`config.mk`:
```
export PLATFORM = sky130hd
export DESIGN_NAME = uart_tx_fifo
export DESIGN_NICKNAME = d
export VERILOG_FILES = /design/src/rtl/uart_tx_fifo.sv
export SDC_FILE = /design/constraint.sdc
export NUM_CORES = 1
export LEC_CHECK = 0
export ABC_CLOCK_PERIOD_IN_PS = 2000
export CAP_MARGIN = 30
export CORE_UTILIZATION = 35
export CTS_CLUSTER_DIAMETER = 30
export CTS_CLUSTER_SIZE = 24
export DETAILED_ROUTE_END_ITERATION = 8
export PLACE_DENSITY = 0.56
export SLEW_MARGIN = 10
export SYNTH_ARGS = -nofsm -noshare
export SYNTH_HDL_FRONTEND = slang
export SYNTH_SLANG_ARGS = --single-unit
export TNS_END_PERCENT = 5
```
`constraint.sdc`:
```
create_clock -name clk -period 2 [get_ports clk]
set_input_delay 0.5 -clock clk [delete_from_list [all_inputs] [get_ports clk]]
set_output_delay 0.5 -clock clk [all_outputs]
set_load 0.005 [all_outputs]
```
`src/rtl/uart_tx_fifo.sv`:
```
// rtl/uart_tx_fifo.sv - 8N1 UART transmitter with a small write FIFO and fractional baud generator
module uart_tx_fifo #(
    parameter int ClkFrequency  = 24000000,
    parameter int Baud          = 115200,
    parameter int BaudAccWidth  = 16,
    parameter int FifoDepthLog2 = 2
) (
    input  logic                     clk,
    input  logic                     rst,
    input  logic                     TxD_start,
    input  logic [7:0]               TxD_data,
    output logic                     TxD_full,
    output logic                     TxD_overflow,
    output logic                     TxD_busy,
    output logic [FifoDepthLog2:0]   TxD_level,
    output logic                     TxD
);
    localparam int LP_DEPTH = 2 ** FifoDepthLog2;
    localparam logic [FifoDepthLog2:0] LP_FULL_LEVEL = (FifoDepthLog2 + 1)'(LP_DEPTH);
    localparam logic [63:0] LP_INC_WIDE =
        ((64'(Baud) << (BaudAccWidth - 4)) + (64'(ClkFrequency) >> 5)) / (64'(ClkFrequency) >> 4);
    localparam logic [BaudAccWidth:0] LP_INC = LP_INC_WIDE[BaudAccWidth:0];

    typedef enum logic [3:0] {
        IDLE  = 4'd0,
        START = 4'd1,
        B0    = 4'd2,
        B1    = 4'd3,
        B2    = 4'd4,
        B3    = 4'd5,
        B4    = 4'd6,
        B5    = 4'd7,
        B6    = 4'd8,
        B7    = 4'd9,
        STOP  = 4'd10
    } state_t;

    logic [7:0]               r_mem [LP_DEPTH];
    logic [FifoDepthLog2-1:0] r_wr_ptr;
    logic [FifoDepthLog2-1:0] r_rd_ptr;
    logic [FifoDepthLog2:0]   r_level;
    logic                     r_overflow;
    logic                     r_busy;
    logic                     r_txd;
    logic [7:0]               r_shift;
    logic [BaudAccWidth:0]    r_acc;
    state_t                   r_state;

    logic                     w_full;
    logic                     w_push;
    logic                     w_pop;
    logic                     w_tick;
    logic                     w_load;
    logic                     w_shift;
    logic                     w_txd_nxt;
    logic [FifoDepthLog2:0]   w_level_nxt;
    state_t                   w_state_nxt;

    // Full is taken from the registered level, so a pop in the same cycle never frees room for a write.
    assign w_full = (r_level == LP_FULL_LEVEL);
    assign w_push = TxD_start && !w_full;
    assign w_tick = r_acc[BaudAccWidth];

    always_comb begin
        w_level_nxt = r_level;
        if (w_push && !w_pop) begin
            w_level_nxt = r_level + 1'b1;
        end else if (!w_push && w_pop) begin
            w_level_nxt = r_level - 1'b1;
        end
    end

    always_ff @(posedge clk) begin
        if (rst) begin
            r_wr_ptr   <= '0;
            r_rd_ptr   <= '0;
            r_level    <= '0;
            r_overflow <= 1'b0;
        end else begin
            r_overflow <= TxD_start && w_full;
            r_level    <= w_level_nxt;
            if (w_push) begin
                r_wr_ptr <= r_wr_ptr + 1'b1;
            end
            if (w_pop) begin
                r_rd_ptr <= r_rd_ptr + 1'b1;
            end
        end
    end

    always_ff @(posedge clk) begin
        if (w_push) begin
            r_mem[r_wr_ptr] <= TxD_data;
        end
    end

    always_ff @(posedge clk) begin
        if (rst) begin
            r_state <= IDLE;
        end else begin
            r_state <= w_state_nxt;
        end
    end

    always_comb begin
        w_state_nxt = r_state;
        w_pop       = 1'b0;
        w_load      = 1'b0;
        w_shift     = 1'b0;
        w_txd_nxt   = r_txd;
        case (r_state)
            IDLE: begin
                if (r_level != '0) begin
                    w_pop       = 1'b1;
                    w_load      = 1'b1;
                    w_txd_nxt   = 1'b0;
                    w_state_nxt = START;
                end
            end
            START: begin
                if (w_tick) begin
                    w_txd_nxt   = r_shift[0];
                    w_state_nxt = B0;
                end
            end
            B0, B1, B2, B3, B4, B5, B6: begin
                if (w_tick) begin
                    w_shift     = 1'b1;
                    w_txd_nxt   = r_shift[1];
                    w_state_nxt = state_t'(r_state + 4'd1);
                end
            end
            B7: begin
                if (w_tick) begin
                    w_shift     = 1'b1;
                    w_txd_nxt   = 1'b1;
                    w_state_nxt = STOP;
                end
            end
            STOP: begin
                if (w_tick) begin
                    if (r_level != '0) begin
                        w_pop       = 1'b1;
                        w_load      = 1'b1;
                        w_txd_nxt   = 1'b0;
                        w_state_nxt = START;
                    end else begin
                        w_txd_nxt   = 1'b1;
                        w_state_nxt = IDLE;
                    end
                end
            end
            default: begin
                w_txd_nxt   = 1'b1;
                w_state_nxt = IDLE;
            end
        endcase
    end

    // Holding the accumulator at zero while idle makes every first start bit a full period.
    always_ff @(posedge clk) begin
        if (rst) begin
            r_txd   <= 1'b1;
            r_shift <= '0;
            r_acc   <= '0;
            r_busy  <= 1'b0;
        end else begin
            r_txd  <= w_txd_nxt;
            r_acc  <= (r_state == IDLE) ? '0 : ({1'b0, r_acc[BaudAccWidth-1:0]} + LP_INC);
            r_busy <= (w_state_nxt != IDLE) || (w_level_nxt != '0);
            if (w_load) begin
                r_shift <= r_mem[r_rd_ptr];
            end else if (w_shift) begin
                r_shift <= {1'b0, r_shift[7:1]};
            end
        end
    end

    assign TxD_full     = w_full;
    assign TxD_overflow = r_overflow;
    assign TxD_busy     = r_busy;
    assign TxD_level    = r_level;
    assign TxD          = r_txd;

endmodule

```
==> results.py, run 1 <==
metrics = {
    "outcome": {
        "outcome": "complete, no violations",
    },
    "placed_design": {
        "dp_hpwl_um": 4250,
        "place_area_um2": 3860,
        "gp_congestion": 0.799,
        "dp_cells": 454,
        "io_buffers": 17,
    },
    "logic_synthesis": {
        "synthSimpleGateAreaFrac": 0.150,
        "ys_types": 55,
        "synth_top_family_by_area": "simple AND/OR/NAND/NOR gates",
        "synth_edf_count": 32,
        "syn_area_um2": 3380,
        "syn_area_per_cell_um2": 11.3,
        "syn_inst": 299,
        "muxShareOfSynthArea": 0.0563,
        "ys.flop_type": "dfxtp_1",
        "yosysTopAreaCell": "edfxtp_1",
        "synth.area.top_cells": "edfxtp_1 (28%), dfxtp_1 (24%), mux4_2 (5.3%)",
        "seq_area_frac_synth": 0.527,
        "yosysWarnings": 0,
        "synth.ff_latch_count": 73,
        "yosys.area_share.adder": 0.0481,
        "synth-xor-area-share": 0.0519,
        "synth_top_area_share": 0.284,
        "synth-compound-area-share": 0.131,
        "synthArstFlopShare": 0,
        "syn_nets": 323,
    },
    "cts": {
        "cts_sinks": 73,
        "cts_buffers": 9,
        "clock_latency_ns": 0.34,
        "root_buffer": "clkbuf_8",
        "ctsHtreeMaxLevel": 3,
        "cts_tree": "done",
        "clkTransAtPathRegs_ns": 0.08,
        "max-clock-path-buffers": 2,
    },
    "power": {
        "p_leak_nw": 1.50,
        "intPower_w": 0.00329,
        "power.density_nw_per_um2": 1220,
        "clock_power_share": 0.200,
        "pwr-share-comb": 0.406,
        "vdd_drop_max_mv": 0.420,
        "pwr-share-seq": 0.394,
        "p_switching_w": 0.00171,
        "swShare": 0.342,
    },
    "layout": {
        "final_nets": 362,
        "fin_area_um2": 4090,
        "syn2layout_area_growth_pct": 21.0,
        "drive_gt1_frac": 0.204,
        "final_cells": 472,
        "n_antenna_cell": 0,
        "layout_commonest_cell": "dfxtp_1",
        "final_cell_mix": "dfxtp_1 (41), nand2_1 (33), edfxtp_1 (32), nor2_1 (30), buf_4 (19)",
    },
    "die": {
        "design.die.area_um2": 10000,
        "die_w_um": 100,
        "pin_count": 18,
        "die_h_um": 100,
        "core_area_um2": 9280,
        "start_util": 0.364,
        "placementRows": 35,
    },
    "drt": {
        "vias": 2286,
        "drc": 0,
        "wirelength_um": 6230,
        "drtIter0Drc": 70,
        "dr.pass1.iters": 4,
        "detail_route.wl_per_cell_um": 13.2,
        "viasPerCell": 4.84,
        "final_antenna_net_count": 0,
    },
    "critical_path": {
        "cp_data_arrival_time_ns": 2.13,
        "cp_max_fo": 8,
        "critPathCaptureType": "flop",
        "cp-start-kind": "flop",
        "crit_type": "reg -> reg",
        "crit_required_ns": 2.22,
    },
    "timing": {
        "setup_viol": 0,
        "fmaxAchievable_mhz": 524,
        "fin_crit_ns": 1.91,
        "drv_slew": 0,
        "post-route-period-util": 0.954,
        "hold_viol": 0,
        "tightestPinTransition_ns": 0.415,
        "skew_ns": 0.0113,
        "grt_setup_unrepaired": "no",
        "relSlewSlack": 0.723,
    },
    "global_routing": {
        "met1_usage": 0.165,
        "grt.met3_usage": 0.0341,
        "antenna_found_initial": 0,
        "grt_pass1_vias": 2360,
        "grt.total_usage": 0.140,
        "met2_usage": 0.238,
        "grt_max_degree": 24,
        "grt_pass1_wl_um": 10800,
        "grt_busiest_layer": "met2",
        "grt-ovfl-total": 0,
    },
    "run": {
        "maxCapViolCount": 0,
    },
    "worst_hold_path": {
        "min_path_type": "reg -> reg",
    },
}
==> kinds of logic (layout without fill, tap and decap cells) <==
group | count (synthesis) | count (layout)
AND/OR/NAND/NOR | 104 | 104
buffers and inverters | 25 | 69
XOR/XNOR | 20 | 20
flip-flops | 73 | 73
adder cells (fa/ha/maj) | 13 | 13
AO/OA/AOI/OAI | 55 | 55
multiplexers | 9 | 9
==> worst max-delay path, cell delays in order, from the launching register on <==
cell     delay, ns
dfxtp_1       0.36
inv_1         0.10
ha_2          0.25
and4b_4       0.23
a211o_1       0.32
o22a_1        0.20
o22ai_1       0.19
a41oi_2       0.13
==> final timing paths <==
check / from / end / depth (start not counted) / slack, ns
hold / removal: r_acc[0]$_SDFF_PP0_ / r_acc[0]$_SDFF_PP0_ / 1 / 0.44
hold reg to reg: r_acc[0]$_SDFF_PP0_ / r_acc[0]$_SDFF_PP0_ / 1 / 0.44
setup reg to reg: r_state[0]$_SDFF_PP0_ / TxD_busy$_SDFF_PP0_ / 7 / 0.09
setup / recovery: r_state[0]$_SDFF_PP0_ / TxD_busy$_SDFF_PP0_ / 7 / 0.09
==> synth_stat cells (3+ instances only) <==
cell type  instances
o211ai_1           5
ha_1              13
buf_2              3
edfxtp_1          32
o22ai_1            4
inv_1             12
a311oi_2           7
nor3_1            10
a21oi_1            9
dfxtp_1           41
o21ai_0            6
o21ai_1            3
nand2b_1           6
mux4_2             8
and2_1             6
nand2_1           33
nor2_1            31
xor2_1            12
xnor2_1            8
clkbuf_1           4
==> power groups by stage <==
stage,clock network [W],registers [W],logic [W]
after floorplan,0,0.00196,0.00137
after global placement,0,0.00200,0.00193
after detailed placement,0,0.00201,0.00195
after CTS,0.00103,0.00198,0.00201
after global routing,0.00110,0.00201,0.00225
final,0.000999,0.00197,0.00202
==> layer usage <==
layer / up-vias / part of all wire
met2: 28 / 0.49
met4: 0 / 0.022
met5: - / 0
li1: 1148 / -
met1: 1097 / 0.47
met3: 13 / 0.023
==> through the flow <==
step           setup slack (ns)  hold slack, ns  setup TNS (ns)  utilization  power (W)
2_1_floorplan             0.127           0.409               0            -    0.00333
3_3_place_gp            -0.0984           0.420         -0.0984        0.416    0.00393
3_5_place_dp             -0.129           0.431          -0.129        0.416    0.00396
4_1_cts                  0.0485           0.442               0        0.437    0.00501
5_1_grt                 0.00798           0.480               0        0.440    0.00535
6_report                 0.0911           0.437               0        0.440    0.00499
==> repair_timing <==
item,CTS,global route
endpoints found under the setup margin,1,10
pin swaps,1,1
resized for setup,5,6
buffers inserted,2,0
hold buffers,0,0
==> registers in the layout (all words and copies together) (netlist names), named ones only <==
signal        flops
r_rd_ptr          2
TxD_level         3
TxD_busy          1
r_shift           8
r_mem            32
r_acc            17
r_wr_ptr          2
TxD_overflow      1
r_state           4
TxD               1
==> area by class of cell <==
type / count / area (um^2)
Clock buffer: 10 / 128
Clock inverter: 6 / 42.5
Fill cell: 901 / 5200
Inverter: 12 / 45.0
Multi-Input combinational cell: 201 / 1520
Sequential cell: 73 / 1780
Tap cell: 129 / 161
Timing Repair Buffer: 41 / 412
No activity file was read; power rests on OpenSTA's default activity.
==> run 2, diff against run 1 <==
--- a/config.mk
+++ b/config.mk
@@ -11,6 +11,7 @@
 export CTS_CLUSTER_DIAMETER = 30
 export CTS_CLUSTER_SIZE = 24
 export DETAILED_ROUTE_END_ITERATION = 8
+export GPL_ROUTABILITY_DRIVEN = 0
 export PLACE_DENSITY = 0.56
 export SLEW_MARGIN = 10
 export SYNTH_ARGS = -nofsm -noshare
==> results of run 2 <==
Same layout as run 1: the final DEF is identical, and so are final timing and power.
==> run 3, diff against run 2 <==
--- a/config.mk
+++ b/config.mk
@@ -6,7 +6,7 @@
 export NUM_CORES = 1
 export LEC_CHECK = 0
 export ABC_CLOCK_PERIOD_IN_PS = 2000
-export CAP_MARGIN = 30
+export CAP_MARGIN = 40
 export CORE_UTILIZATION = 35
 export CTS_CLUSTER_DIAMETER = 30
 export CTS_CLUSTER_SIZE = 24
==> results of run 3 <==
Same layout as run 1: the final DEF is identical, and so are final timing and power.
